[src/rtl/lpc_host_ctrl.sv]
// rtl/lpc_host_ctrl.sv - LPC host cycle generator (I/O, memory, TPM-start read/write cycles)
module lpc_host_ctrl #(
    parameter int SYNC_TIMEOUT  = 32,
    parameter int LWAIT_TIMEOUT = 1024,
    parameter int NORESP_CYCLES = 3,
    parameter int ABORT_CYCLES  = 4,
    parameter bit MEM_EN        = 1'b1
) (
    input  logic        clk_i,
    input  logic        rst_i,
    input  logic        req_valid_i,
    output logic        req_ready_o,
    input  logic        req_write_i,
    input  logic        req_mem_i,
    input  logic        req_tpm_i,
    input  logic [31:0] req_addr_i,
    input  logic [7:0]  req_data_i,
    output logic        rsp_valid_o,
    output logic [7:0]  rsp_data_o,
    output logic [1:0]  rsp_status_o,
    output logic        busy_o,
    output logic        lframe_o,
    output logic [3:0]  lad_o,
    output logic        lad_oe_o,
    input  logic [3:0]  lad_i
);

    // Both wait counters share the long-wait width so neither can wrap before its limit.
    localparam int WAIT_W = $clog2(LWAIT_TIMEOUT + 1);
    localparam int NR_W   = $clog2(NORESP_CYCLES + 1);
    localparam int AB_W   = $clog2(ABORT_CYCLES + 1);

    localparam logic [WAIT_W-1:0] SWAIT_MAX = WAIT_W'(SYNC_TIMEOUT);
    localparam logic [WAIT_W-1:0] LWAIT_MAX = WAIT_W'(LWAIT_TIMEOUT);
    localparam logic [NR_W-1:0]   NR_LAST   = NR_W'(NORESP_CYCLES - 1);
    localparam logic [AB_W-1:0]   AB_LAST   = AB_W'(ABORT_CYCLES - 1);

    localparam logic [1:0] ST_OK     = 2'b00;
    localparam logic [1:0] ST_SYNERR = 2'b01;
    localparam logic [1:0] ST_NORESP = 2'b10;
    localparam logic [1:0] ST_TMO    = 2'b11;

    typedef enum logic [3:0] {
        S_IDLE, S_START, S_CYCDIR, S_ADDR, S_DATA_LO, S_DATA_HI, S_TAR1, S_TAR2,
        S_SYNC, S_RD_LO, S_RD_HI, S_PTAR1, S_PTAR2, S_ABORT, S_ABORT_END, S_RESP
    } state_t;

    state_t state_q, state_d;

    logic              write_q;
    logic              mem_q;
    logic              tpm_q;
    logic [31:0]       addr_q;
    logic [7:0]        data_q;
    logic [2:0]        nib_q;
    logic [WAIT_W-1:0] swait_q;
    logic [WAIT_W-1:0] lwait_q;
    logic [NR_W-1:0]   noresp_q;
    logic [AB_W-1:0]   abort_cnt_q;
    logic [1:0]        status_q;
    logic [7:0]        rdata_q;
    logic [7:0]        rsp_data_q;
    logic [1:0]        rsp_status_q;

    logic accept;
    logic sync_go, sync_err, sync_short, sync_long, sync_bad;
    logic abort_noresp, abort_tmo, abort_any;
    logic load_rsp;
    logic [3:0] addr_nib;

    // A new command may be taken while idle or in the response cycle, never during reset.
    assign req_ready_o  = !rst_i && (state_q == S_IDLE || state_q == S_RESP);
    assign accept       = req_valid_i && req_ready_o;
    assign rsp_valid_o  = (state_q == S_RESP);
    assign busy_o       = (state_q != S_IDLE) && (state_q != S_RESP);
    assign rsp_data_o   = rsp_data_q;
    assign rsp_status_o = rsp_status_q;
    assign load_rsp     = (state_d == S_RESP) && (state_q != S_RESP);

    // Classify the SYNC nibble and decide whether this sample forces an abort.
    always_comb begin
        sync_go    = 1'b0;
        sync_err   = 1'b0;
        sync_short = 1'b0;
        sync_long  = 1'b0;
        sync_bad   = 1'b0;
        case (lad_i)
            4'b0000: sync_go    = 1'b1;
            4'b1010: begin
                sync_go  = 1'b1;
                sync_err = 1'b1;
            end
            4'b0101: sync_short = 1'b1;
            4'b0110: sync_long  = 1'b1;
            default: sync_bad   = 1'b1;
        endcase
        abort_noresp = sync_bad && (noresp_q >= NR_LAST);
        abort_tmo    = (sync_short && (swait_q >= SWAIT_MAX)) ||
                       (sync_long  && (lwait_q >= LWAIT_MAX));
        abort_any    = abort_noresp || abort_tmo;
    end

    // State register.
    always_ff @(posedge clk_i) begin
        if (rst_i) begin
            state_q <= S_IDLE;
        end else begin
            state_q <= state_d;
        end
    end

    // Next-state sequencing, one LAD nibble per state visit.
    always_comb begin
        state_d = state_q;
        case (state_q)
            S_IDLE:      if (accept) state_d = S_START;
            S_START:     state_d = S_CYCDIR;
            S_CYCDIR:    state_d = S_ADDR;
            S_ADDR:      if (nib_q == 3'd0) state_d = write_q ? S_DATA_LO : S_TAR1;
            S_DATA_LO:   state_d = S_DATA_HI;
            S_DATA_HI:   state_d = S_TAR1;
            S_TAR1:      state_d = S_TAR2;
            S_TAR2:      state_d = S_SYNC;
            S_SYNC: begin
                if (sync_go) begin
                    state_d = write_q ? S_PTAR1 : S_RD_LO;
                end else if (abort_any) begin
                    state_d = S_ABORT;
                end
            end
            S_RD_LO:     state_d = S_RD_HI;
            S_RD_HI:     state_d = S_PTAR1;
            S_PTAR1:     state_d = S_PTAR2;
            S_PTAR2:     state_d = S_RESP;
            S_ABORT:     if (abort_cnt_q == AB_LAST) state_d = S_ABORT_END;
            S_ABORT_END: state_d = S_RESP;
            S_RESP:      state_d = accept ? S_START : S_IDLE;
            default:     state_d = S_IDLE;
        endcase
    end

    // Bus drive per state; the address nibble is selected MSB first by the down-counter.
    always_comb begin
        lframe_o = 1'b1;
        lad_o    = 4'hF;
        lad_oe_o = 1'b0;
        case (nib_q)
            3'd7:    addr_nib = addr_q[31:28];
            3'd6:    addr_nib = addr_q[27:24];
            3'd5:    addr_nib = addr_q[23:20];
            3'd4:    addr_nib = addr_q[19:16];
            3'd3:    addr_nib = addr_q[15:12];
            3'd2:    addr_nib = addr_q[11:8];
            3'd1:    addr_nib = addr_q[7:4];
            default: addr_nib = addr_q[3:0];
        endcase
        case (state_q)
            S_START: begin
                lframe_o = 1'b0;
                lad_oe_o = 1'b1;
                lad_o    = tpm_q ? 4'b0101 : 4'b0000;
            end
            S_CYCDIR: begin
                lad_oe_o = 1'b1;
                lad_o    = {1'b0, mem_q, write_q, 1'b0};
            end
            S_ADDR: begin
                lad_oe_o = 1'b1;
                lad_o    = addr_nib;
            end
            S_DATA_LO: begin
                lad_oe_o = 1'b1;
                lad_o    = data_q[3:0];
            end
            S_DATA_HI: begin
                lad_oe_o = 1'b1;
                lad_o    = data_q[7:4];
            end
            S_TAR1: begin
                lad_oe_o = 1'b1;
            end
            S_ABORT: begin
                lframe_o = 1'b0;
                lad_oe_o = 1'b1;
            end
            default: ;
        endcase
    end

    // Request capture, SYNC counters, read data capture and response registers.
    always_ff @(posedge clk_i) begin
        if (rst_i) begin
            write_q      <= 1'b0;
            mem_q        <= 1'b0;
            tpm_q        <= 1'b0;
            addr_q       <= '0;
            data_q       <= '0;
            nib_q        <= '0;
            swait_q      <= '0;
            lwait_q      <= '0;
            noresp_q     <= '0;
            abort_cnt_q  <= '0;
            status_q     <= ST_OK;
            rdata_q      <= '0;
            rsp_data_q   <= '0;
            rsp_status_q <= ST_OK;
        end else begin
            if (accept) begin
                write_q  <= req_write_i;
                mem_q    <= MEM_EN && req_mem_i;
                tpm_q    <= req_tpm_i;
                addr_q   <= req_addr_i;
                data_q   <= req_data_i;
                nib_q    <= (MEM_EN && req_mem_i) ? 3'd7 : 3'd3;
                status_q <= ST_OK;
                rdata_q  <= '0;
            end

            if (state_q == S_ADDR) begin
                nib_q <= nib_q - 3'd1;
            end

            // Counters restart on every entry to SYNC because they are held clear outside it.
            if (state_q != S_SYNC) begin
                swait_q  <= '0;
                lwait_q  <= '0;
                noresp_q <= '0;
            end else begin
                if (sync_short && !abort_tmo) begin
                    swait_q  <= swait_q + 1'b1;
                    noresp_q <= '0;
                end
                if (sync_long && !abort_tmo) begin
                    lwait_q  <= lwait_q + 1'b1;
                    noresp_q <= '0;
                end
                if (sync_bad && !abort_noresp) begin
                    noresp_q <= noresp_q + 1'b1;
                end
                if (sync_err) begin
                    status_q <= ST_SYNERR;
                end
                if (abort_noresp) begin
                    status_q <= ST_NORESP;
                end
                if (abort_tmo) begin
                    status_q <= ST_TMO;
                end
            end

            if (state_q == S_RD_LO) begin
                rdata_q[3:0] <= lad_i;
            end
            if (state_q == S_RD_HI) begin
                rdata_q[7:4] <= lad_i;
            end

            if (state_q == S_ABORT) begin
                abort_cnt_q <= abort_cnt_q + 1'b1;
            end else begin
                abort_cnt_q <= '0;
            end

            // Aborts leave rdata_q at its cleared value, so only writes need forcing to zero.
            if (load_rsp) begin
                rsp_data_q   <= write_q ? 8'h00 : rdata_q;
                rsp_status_q <= status_q;
            end
        end
    end

endmodule

[config.mk]
export PLATFORM = sky130hd
export DESIGN_NAME = lpc_host_ctrl
export DESIGN_NICKNAME = d
export VERILOG_FILES = /design/src/rtl/lpc_host_ctrl.sv
export SDC_FILE = /design/constraint.sdc
export NUM_CORES = 1
export LEC_CHECK = 0
export ABC_AREA = 1
export BUFFER_PORTS_ARGS = -buffer_cell sky130_fd_sc_hd__buf_4
export CAP_MARGIN = 20
export CORE_ASPECT_RATIO = 2
export CORE_MARGIN = 2
export CORE_UTILIZATION = 40
export DETAILED_ROUTE_END_ITERATION = 8
export GPL_TIMING_DRIVEN = 0
export SLEW_MARGIN = 20
export SYNTH_ARGS = -nofsm -noshare
export SYNTH_HDL_FRONTEND = slang
export SYNTH_SLANG_ARGS = --single-unit
[constraint.sdc]
create_clock -name clk_i -period 2.2 [get_ports clk_i]
set_input_delay 0.44 -clock clk_i [delete_from_list [all_inputs] [get_ports clk_i]]
set_output_delay 0.44 -clock clk_i [all_outputs]
set_load 0.02 [all_outputs]
Yosys cells after proc, flatten, opt, wreduce, memory -nomap -nowiden
Cells that the tools add are included.
- add/sub/neg operators: 5
- $lt $le $gt $ge: 3
- equality and inequality tests: 29
- multiplexer cells: 34
- bitwise operators: 1
- reduce and logical (&&, ||, !) cells: 31
- operators by type and width (operator ; count):
    4-bit case mux with 15 select lines ; 1
    4-bit equality test, second input constant ; 10
    4-bit two-way mux ; 7
    4-bit case mux with 7 select lines ; 1
    4-bit by 3-bit equality test with 1-bit output, second input constant ; 6
    11-bit by 1-bit adder with 11-bit output, second input constant ; 2
    2-bit two-way mux ; 10
    4-bit case mux with 5 select lines ; 1
    8-bit two-way mux ; 2
    3-bit equality test, second input constant ; 4
    3-bit two-way mux ; 4
    11-bit greater-or-equal comparator, second input constant ; 1
    11-bit by 6-bit greater-or-equal comparator with 1-bit output, second input constant ; 1
    1-bit logical AND ; 10
    2-bit OR reduction ; 5
    3-bit by 2-bit equality test with 1-bit output, second input constant ; 3
    4-bit by 2-bit equality test with 1-bit output, second input constant ; 2
    4-bit logical NOT ; 2
    1-bit two-way mux ; 8
    4-bit inequality test, second input constant ; 2
    7-bit OR reduction ; 1
    2-bit nonzero test ; 3
    4-bit by 1-bit equality test with 1-bit output, second input constant ; 1
    4-bit nonzero test ; 1
    other kinds (11) ; 15
- register bits after elaboration: 97
- input bits: 50
- output and inout bits: 19
- logic and storage cells: 119

Longest topological paths before layout
Gate-level depths: netlist of the first run.
- depth after elaboration: 10
- gate-level depth with buffers: 12
- mapped depth without buffers: 11

Worst setup path before layout of the first run
No wires, ideal clock.
- kind: register to output
- start: reg nib_q[0]
- end: out lad_o[3]
- arrival: 1.545 ns
- data required time: 1.760 ns
- path slack: 0.215 ns
- cell stages (with the launch flop): 8
- buffers on the path: 0
- cell sequence: dfxtp_1 -> inv_1 -> ha_1 -> nand2_1 -> nand3_1 -> o21ai_0 -> nor4_1 -> o21ai_0
- word-level cells in the longest chain between the ends: 3
- elaborated cells on any way between the ends: 9
- RTL lines (item ; line ; RTL):
    start: declaration ; 55 ; logic [2:0] nib_q;
    start signal: assignment ; 214 ; nib_q <= (MEM_EN && req_mem_i) ? 3'd7 : 3'd3;
    start signal: assignment ; 220 ; nib_q <= nib_q - 3'd1;
    3-bit by 1-bit equality test with 1-bit output, or another cell as far along ; 147 ; case (nib_q)
    4-bit case mux with 7 select lines * ; 147 ;
    4-bit case mux with 5 select lines * ; 157 ; case (state_q)
    end: declaration ; 23 ; output logic [3:0] lad_o,
Every way passes the cells marked *; elsewhere a longest branch is shown, timed or not.

Worst setup path after layout of the first run
- start: reg nib_q[0]
- end: out lad_o[2]
The elaborated chain is that of the path after synthesis.

==> results of run 1 <==
worst max-delay path, cell delays in order, from the launching register on:
cell and delay, ns:
dfxtp_4 0.39, inv_4 0.05, ha_4 0.17, ha_4 0.17, nand2_2 0.06, o21ai_2 0.05, nor2_1 0.11, nand3_1 0.08
o211ai_1 0.18, nand2_1 0.14, buf_6 0.16
routing by layer:
metal / share of wire (%) / global-route usage [%] / vias up / wire [microns]
li1: - / - / 2211 / -
met2: 58 / 43.2 / 84 / 7480
met4: 4.1 / 10.7 / 0 / 527
met1: 36 / 19.9 / 2042 / 4630
met5: 0 / 0 / - / 0
met3: 2.7 / 3.35 / 27 / 353
state kept, by name (all words and copies together), names as in the netlist:
| name | count |
|---|---|
| abort_cnt_q | 3 |
| addr_q | 32 |
| data_q | 8 |
| lwait_q | 11 |
| mem_q | 1 |
| nib_q | 3 |
| noresp_q | 2 |
| rdata_q | 8 |
| rsp_data_o | 8 |
| rsp_status_o | 2 |
| state_q | 4 |
| status_q | 2 |
| swait_q | 11 |
| tpm_q | 1 |
| write_q | 1 |
cell usage in the layout, fill, tap and decap left out, types with 2 or more instances in the layout:
master	synthesis	final
nor3_1	13	13
o22ai_1	10	8
inv_2	6	8
o21ai_0	56	51
nand2_1	125	118
ha_1	12	7
clkinv_4	0	2
nand2_2	6	13
inv_4	0	2
clkbuf_16	0	9
nor4_1	2	2
nor2_4	4	9
a21oi_1	69	69
clkbuf_1	10	11
a31oi_1	3	3
xor2_1	3	3
buf_2	3	2
nand3_1	42	40
inv_1	87	83
o21ai_2	1	3
dfxtp_4	0	3
o21ai_1	1	4
dfxtp_2	0	2
o22ai_2	0	2
dfxtp_1	97	92
buf_1	2	2
buf_6	5	7
nor2_2	3	2
nand4_1	3	3
buf_4	2	70
o211ai_1	4	4
nand3b_1	2	2
nor2_1	53	49
a211oi_1	2	2
ha_4	0	4
path summary, 6_finish.rpt:
kind / startpoint / to / cells past startpoint
hold / removal: req_addr_i[1] / addr_q[1] / 3
setup / recovery: nib_q[0] / lad_o[2] / 10
setup reg to reg: state_q[3] / swait_q[3] / 9
hold reg to reg: abort_cnt_q[0] / abort_cnt_q[0] / 1
metrics by stage:
step	total power, mW	utilization [%]	instances
2_1_floorplan	3.18	-	633
3_3_place_gp	3.75	47.4	841
3_5_place_dp	3.78	47.4	841
4_1_cts	5.59	51.8	859
5_1_grt	5.89	51.9	859
6_report	5.59	51.9	859
kinds of logic after synthesis:
family | after synthesis | synth area share [%]
flip-flops | 97 | 43.1
buffers and inverters | 116 | 10.7
AO/OA/AOI/OAI | 149 | 17.5
XOR/XNOR | 4 | 0.778
adder cells (fa/ha/maj) | 12 | 3.33
AND/OR/NAND/NOR | 255 | 24.5
what timing repair did:
item	CTS	global route
buffers inserted	2	0
gates resized for setup	47	7
pin swaps	15	6
setup endpoints to repair	4	4
final cells by class:
type / instances / area, sq um
fillers: 1122 / 5260
multi-input cells: 420 / 2220
flip-flops and latches: 97 / 1960
repair buffers: 70 / 533
inverters: 94 / 358
clock buffers: 11 / 243
well taps: 140 / 175
plain buffers: 22 / 134
clock inverters: 5 / 63.8
report_power, final:
part	leakage [nW]	total (mW)	switching, mW	internal (mW)
logic	1.37	1.86	1.14	0.724
clock network	0.146	1.61	0.687	0.921
registers	0.792	2.12	0.141	1.98
total	2.30	5.59	1.97	3.62
==> flow_summary.json, run 1 <==
{
  "status": "finished, violations left",
  "failed_checks": "setup timing",
  "track_usage_pct": 21.6,
  "gp_congestion": 0.943,
  "cts_sinks": 97,
  "dpl_cell_area_sq_um": 5190,
  "ys_warn_count": 0,
  "synth_top_cell_area_share_pct": 43.1,
  "netlist_area_sq_um": 4500,
  "cellPowerDensity_nw_per_um2": 984,
  "cts_tree": "yes",
  "critPathLaunchType": "flop",
  "postSynthAreaPerCell_sq_um": 7.12,
  "grt_pass1_wl_microns": 20400,
  "cts-root-buf": "clkbuf_16",
  "vdd_drop_max_mv": 0.601,
  "dieHeight_microns": 154,
  "coreArea_sq_um": 10900,
  "synth_common_cells": "125 x nand2_1, 97 x dfxtp_1, 87 x inv_1, 69 x a21oi_1, 56 x o21ai_0",
  "critPathArrivalTime_ns": 1.90,
  "path_clk_slew_ns": 0.07,
  "p_leak_nw": 2.30,
  "grt_overflow": 0,
  "layout_setup_ws_ns": -0.138,
  "drc_errors": 0,
  "critPathKind": "flop to primary output",
  "synthesis.nets": 695,
  "finalHoldViolations": 0,
  "die-area_sq_um": 12200,
  "vias_per_cell": 5.08,
  "final_antenna_net_count": 0,
  "initial_core_util_pct": 41.2,
  "grt_max_degree": 17,
  "io_pins": 69,
  "fmax_mhz": 428,
  "synth_edf_count": 0,
  "vias": 4364,
  "slew_headroom_pct": 59.5,
  "hpwl_microns": 10100,
  "final_period_minus_worst_setup_slack_ns": 2.34,
  "drt_iter0_drc": 176,
  "die_w_microns": 79.0,
  "post-route-period-util_pct": 106,
  "seq_area_frac_synth_pct": 43.1,
  "setup_viol_count_final": 4,
  "synthFlopType": "dfxtp_1",
  "max_cap_violations": 0,
  "tns_ns": -0.385,
  "ys_types": 35,
  "netlist_instances": 633,
  "htreeDepth": 3,
  "drive_gt1_share_pct": 20.4,
  "synth.area.top_cells": "dfxtp_1 43%, nand2_1 10%, a21oi_1 7.7%, inv_1 7.3%, o21ai_0 6.2%",
  "r2r_slack_ns": 0.39,
  "async_reset_ff_share_pct": 0,
  "rsz0062_at_grt": "yes",
  "drt_wl_total_microns": 13000,
  "yosysTopAreaCell": "dfxtp_1",
  "path_max_fanout": 4,
  "area_growth_pct": 26.2,
  "wire_per_inst_microns": 15.1,
  "clkLatencyLatePin_ns": 0.34,
  "worst_pin_slew_ns": 0.608,
  "fp-row-count": 54,
  "ys_ff_latch": 97,
  "numCtsBuffers": 9,
  "clock_skew_ns": 0.0101,
  "first_global_vias": 4311,
  "cp.required_ns": 1.76,
  "antenna_found_initial": 0,
  "holdBufCountCts": 0,
  "diodes": 0,
  "dpl_worst_slack_ns": -0.0108,
  "final_area_sq_um": 5680,
  "hold_ws_ns": 0.288,
  "hp-class": "primary input to flop",
  "synthMostInstantiatedCell": "nand2_1",
  "worst_setup_path_end_kind": "primary output",
  "port_buffers": 68,
  "cts_max_path_buffers": 2,
  "nets": 776,
  "final_max_slew_viol_count": 0,
  "first_pass_iters": 4
}
No activity file was read; power rests on OpenSTA's default activity.
==> inputs of run 2 (changes only) <==
- CORE_UTILIZATION: 40 -> 23
- MAX_ROUTING_LAYER: not set -> met4
==> run 2 against run 1 <==
  * The flow still finishes with violations (setup timing)
  * Combinational power rose by 7%
  * Sequential cell count unchanged
  * Largest power group unchanged
  * Count of clock-buffer cells in the layout fell by 1
  * Core utilization down 21 points
  * Power increased by 2.0%
  * Clock skew about the same
  * Via count is 0.48% higher
  * Critical endpoint is now lad_o[3]
==> flow_summary.json, run 2 (synthesis gave the netlist of run 1 again) <==
{
  "largestRegisters": "addr_q (32), lwait_q (11), swait_q (11)",
  "antenna_found_initial": 0,
  "first_global_vias": 4335,
  "path_clk_slew_ns": 0.06,
  "worst_setup_path_end_kind": "primary output",
  "die_w_microns": 103,
  "setup_viol_count_final": 4,
  "grt_max_degree": 17,
  "dpl_worst_slack_ns": -0.00828,
  "finalCoreUtilization_pct": 30.4,
  "p_leak_nw": 2.36,
  "final_antenna_net_count": 0,
  "grt_overflow": 0,
  "max_cap_violations": 0,
  "regToRegStartpoint": "state_q[1]",
  "path_buf_inv": 2,
  "critPathKind": "flop to primary output",
  "holdBufCountCts": 0,
  "critPathLaunchType": "flop",
  "cts_sinks": 97,
  "gp_congestion": 0.899,
  "final_cells": 982,
  "failed_checks": "setup timing",
  "drc_errors": 0,
  "drt_wl_total_microns": 13800,
  "hpwl_microns": 10800,
  "fp-row-count": 72,
  "cts_tree": "yes",
  "io_pins": 69,
  "cellPowerDensity_nw_per_um2": 972,
  "track_usage_pct": 13.9,
  "area_growth_pct": 30.3,
  "numCtsBuffers": 9,
  "post-route-period-util_pct": 103,
  "die-area_sq_um": 20800,
  "wire_per_inst_microns": 14.0,
  "diodes": 0,
  "slew_headroom_pct": 59.1,
  "coreArea_sq_um": 19300,
  "clock_skew_ns": 0.00990,
  "regMostFlops": "addr_q",
  "final_period_minus_worst_setup_slack_ns": 2.27,
  "final_area_sq_um": 5870,
  "port_buffers": 68,
  "hold_ws_ns": 0.287,
  "drt_iter0_drc": 261,
  "cp.required_ns": 1.76,
  "vias": 4385,
  "path_max_fanout": 8,
  "fmax_mhz": 441,
  "cts_max_path_buffers": 2,
  "cp_slowest_stage_delay_ns": 0.30,
  "crit_path_start": "state_q[1]",
  "cts-root-buf": "clkbuf_16",
  "critPathSlowestCell": "dfxtp_1",
  "grt_pass1_wl_microns": 21300,
  "vdd_drop_max_mv": 0.377,
  "final_cell_mix": "114 x nand2_1, 91 x dfxtp_1, 82 x inv_1, 73 x buf_4, 69 x a21oi_1",
  "final_common_cell": "nand2_1",
  "critPathArrivalTime_ns": 1.83,
  "place_inst": 960,
  "final_max_slew_viol_count": 0,
  "worst_pin_slew_ns": 0.614,
  "drive_gt1_share_pct": 22.4,
  "crit_family": "compound AO/OA/AOI/OAI gates",
  "clkLatencyLatePin_ns": 0.36,
  "crit_path_cell_trace": "clkbuf_4 > nor2_4 > nand2_2 > nand3_2 > o21ai_0 > a31oi_1 > o21ai_1 > buf_4",
  "hp-class": "primary input to flop",
  "r2r_slack_ns": 0.44,
  "finalHoldViolations": 0,
  "layout_setup_ws_ns": -0.0678,
  "largest_reg_flops": 32,
  "vias_per_cell": 4.47,
  "htreeDepth": 3,
  "dieHeight_microns": 202,
  "worstHoldStart": "req_tpm_i",
  "rsz0062_at_grt": "yes",
  "initial_core_util_pct": 23.4,
  "dpl_cell_area_sq_um": 5340,
  "first_pass_iters": 5,
  "nets": 780,
  "status": "finished, violations left"
}
[run 2: metrics by stage]
stage | TNS [ns] | power (mW)
final | -0.202 | 5.70
after global routing | -0.434 | 6.02
after CTS | -0.310 | 5.58
after detailed placement | -0.00828 | 3.81
after global placement | -0.00895 | 3.79
after floorplan | 0 | 3.18
[run 2: final cells by class]
class | instances | area, sq um
tap | 259 | 324
inverter | 94 | 355
sequential | 97 | 1960
fill | 2121 | 13400
clock buffer | 10 | 229
clock inverter | 6 | 66.3
multi-input combinational | 420 | 2230
timing repair buffer | 74 | 567
buffer | 22 | 134
[run 2: worst paths after layout]
| path | to | depth (start not counted) |
|---|---|---|
| hold / removal | tpm_q | 3 |
| setup / recovery | lad_o[3] | 8 |
| hold reg to reg | abort_cnt_q[0] | 1 |
| setup reg to reg | data_q[6] | 9 |
[run 2: tightest hold or removal path, stage by stage]
cell     delay [ns]
buf_4          0.08
nand2_1        0.04
nand2_1        0.05
[run 2: what timing repair did]
item,CTS,global route
setup buffers,4,2
pin swaps,9,8
gates resized for setup,29,37
setup endpoints to repair,4,5
[run 2: metal layers]
| metal | track usage [%] | vias to the layer above | part of all wire [%] |
|---|---|---|---|
| met5 | - | - | 0 |
| met1 | 12.1 | 2027 | 35 |
| met3 | 2.59 | 35 | 3.4 |
| li1 | - | 2220 | - |
| met4 | 8.13 | 0 | 5.3 |
| met2 | 26.2 | 103 | 56 |
[run 2: power breakdown]
group | internal [mW] | switching [mW]
clock | 0.888 | 0.692
sequential | 1.98 | 0.147
combinational | 0.791 | 1.20
total | 3.66 | 2.04
==> inputs of run 3 (changes only) <==
- ABC_AREA: 1 -> not set
==> run 3 against run 2 <==
  * The flow still finishes with violations (setup timing)
  * Clock skew grew 0.0011 ns
  * Count of clock-buffer cells in the layout shrank 1
  * Combinational power down 57%
  * Sequential power is 9% lower
==> flow_summary.json, run 3 <==
{
  "r2r_slack_ns": 0.20,
  "regToRegStartpoint": "state_q[2]",
  "wire_per_inst_microns": 14.6,
  "final_area_sq_um": 5880,
  "r2r-end": "noresp_q[1]",
  "worst_setup_path_end_kind": "primary output",
  "endpoint": "lad_o[1]",
  "crit_family": "compound AO/OA/AOI/OAI gates",
  "cts_tree": "yes",
  "clock_skew_ns": 0.0110,
  "vdd_drop_max_mv": 0.479,
  "rr_worst_depth": 6,
  "final_antenna_net_count": 0,
  "hold_ws_ns": 0.270,
  "power_mw": 4.49,
  "drc_errors": 0,
  "met3_usage_pct": 1.83,
  "use_met1_pct": 12.4,
  "hpwl_microns": 10100,
  "htreeDepth": 3,
  "synth_top_cell_area_share_pct": 42.6,
  "critPathArrivalTime_ns": 2.35,
  "antenna_found_initial": 0,
  "grt_pass1_wl_microns": 20700,
  "finalCoreUtilization_pct": 30.4,
  "coreArea_sq_um": 19400,
  "ys_warn_count": 0,
  "synthesis.nets": 611,
  "cts_max_path_buffers": 2,
  "synthFlopType": "dfxtp_1",
  "critPathKind": "flop to primary output",
  "p_leak_nw": 2.29,
  "synth.area.top_cells": "dfxtp_1 43%, nand2_1 10%, nand3b_1 7.7%, a21oi_1 4.0%, ha_1 3.3%",
  "layout_setup_ws_ns": -0.594,
  "final_max_slew_viol_count": 0,
  "post-route-period-util_pct": 127,
  "final_cell_mix": "122 x nand2_1, 93 x dfxtp_1, 70 x buf_4, 47 x nand3b_1, 36 x a21oi_1",
  "final_period_minus_worst_setup_slack_ns": 2.79,
  "largestRegisters": "addr_q (32), lwait_q (11), swait_q (11)",
  "yosysTopAreaCell": "dfxtp_1",
  "final_common_cell": "nand2_1",
  "hp-class": "primary input to flop",
  "clkLatencyLatePin_ns": 0.35,
  "critPathLaunchType": "flop",
  "synthMostInstantiatedCell": "nand2_1",
  "first_global_vias": 4047,
  "crit_path_start": "nib_q[1]",
  "vias_per_cell": 4.56,
  "final_cells": 893,
  "dieHeight_microns": 203,
  "area_growth_pct": 29.1,
  "dpl_cell_area_sq_um": 5380,
  "die-area_sq_um": 21000,
  "rsz0062_at_grt": "yes",
  "seq_area_frac_synth_pct": 42.6,
  "die_w_microns": 104,
  "synth_edf_count": 0,
  "path_buf_inv": 2,
  "failed_checks": "setup timing",
  "io_pins": 69,
  "path_clk_slew_ns": 0.07,
  "postSynthAreaPerCell_sq_um": 8.30,
  "grt_overflow": 0,
  "regMostFlops": "addr_q",
  "top_usage_layer": "met2",
  "port_buffers": 65,
  "tns_ns": -2.09,
  "grt_max_degree": 17,
  "first_pass_iters": 5,
  "path_max_fanout": 4,
  "netlist_instances": 549,
  "cp.required_ns": 1.76,
  "async_reset_ff_share_pct": 0,
  "diodes": 0,
  "finalHoldViolations": 0,
  "slew_headroom_pct": 57.4,
  "place_inst": 873,
  "use_met2_pct": 24.6,
  "largest_reg_flops": 32,
  "cts-root-buf": "clkbuf_16",
  "cp_slowest_stage_delay_ns": 0.55,
  "fp-row-count": 72,
  "initial_core_util_pct": 23.5,
  "critPathSlowestCell": "a222oi_1",
  "drive_gt1_share_pct": 21.8,
  "vias": 4074,
  "dpl_worst_slack_ns": -0.556,
  "cellPowerDensity_nw_per_um2": 764,
  "cp_num_cells": 7,
  "fmax_mhz": 358,
  "track_usage_pct": 13.0,
  "status": "finished, violations left",
  "setup_viol_count_final": 4,
  "crit_path_cell_trace": "inv_4 > ha_4 > a222oi_1 > mux2_4 > a31oi_1 > or3_4 > buf_6",
  "numCtsBuffers": 9,
  "ys_types": 62,
  "ys_ff_latch": 97,
  "synth_common_cells": "122 x nand2_1, 97 x dfxtp_1, 47 x nand3b_1, 36 x a21oi_1, 27 x clkbuf_1",
  "nets": 691,
  "cts_sinks": 97,
  "holdBufCountCts": 0,
  "drt_iter0_drc": 206,
  "drt_wl_total_microns": 13100,
  "worst_pin_slew_ns": 0.637,
  "netlist_area_sq_um": 4560,
  "gp_congestion": 0.876,
  "max_cap_violations": 0
}
run 3: changes by cell type in the layout (fill, tap and decap cells not counted), moves of 8 or more:
cell      delta
inv_1       -64
nand3b_1    +45
o21ai_0     -39
a21oi_1     -33
nand3_1     -22
nor2_1      -21
nand2_2     -15
inv_2       -10
nor3_1       -9
nand2_1      +8
run 3: logic make-up after synthesis:
| group | share of synthesized area, % |
|---|---|
| simple gates | 31.6 |
| fa+ha+maj | 3.29 |
| mux | 1.15 |
| compound gates | 13.9 |
| xor+xnor | 2.11 |
| buf+inv | 5.30 |
| flops | 42.6 |
run 3: layout make-up:
cell class | count | area (sq um)
Tap cell | 259 | 324
Clock buffer | 9 | 225
Buffer | 36 | 179
Clock inverter | 7 | 95.1
Inverter | 20 | 80.1
Fill cell | 2076 | 13500
Multi-Input combinational cell | 393 | 2460
Timing Repair Buffer | 72 | 572
Sequential cell | 97 | 1950
run 3: per-layer routing:
metal	up-vias	part of all wire, %
met4	0	4.2
met1	1884	37
li1	2076	-
met3	26	2.6
met2	88	56
met5	-	0
run 3: worst min-delay path, delay by kind of cell:
family | cells | cell delay (ns)
buf+inv | 1 | 0.08
simple gates | 2 | 0.08
run 3: repair_timing:
item	in CTS	in global routing
pin swaps	10	7
gates resized for setup	30	15
setup buffers	6	1
endpoints found under the hold margin	0	0
setup endpoints to repair	7	16
run 3: power by group:
| part | internal (mW) | total, mW | switching [mW] |
|---|---|---|---|
| Sequential | 1.86 | 1.94 | 0.0813 |
| Combinational | 0.392 | 0.861 | 0.469 |
| Clock | 0.996 | 1.69 | 0.692 |
run 3: worst min-delay path by stage:
stage                        start              to  slack, ns  depth (start not counted)
CTS                  req_addr_i[7]       addr_q[7]       0.26                          3
global route        req_addr_i[21]      addr_q[21]       0.27                          3
detailed placement  abort_cnt_q[0]  abort_cnt_q[0]       0.41                          1
floorplan           abort_cnt_q[0]  abort_cnt_q[0]       0.40                          1
global placement    abort_cnt_q[0]  abort_cnt_q[0]       0.41                          1
finish              req_addr_i[10]      addr_q[10]       0.27                          3
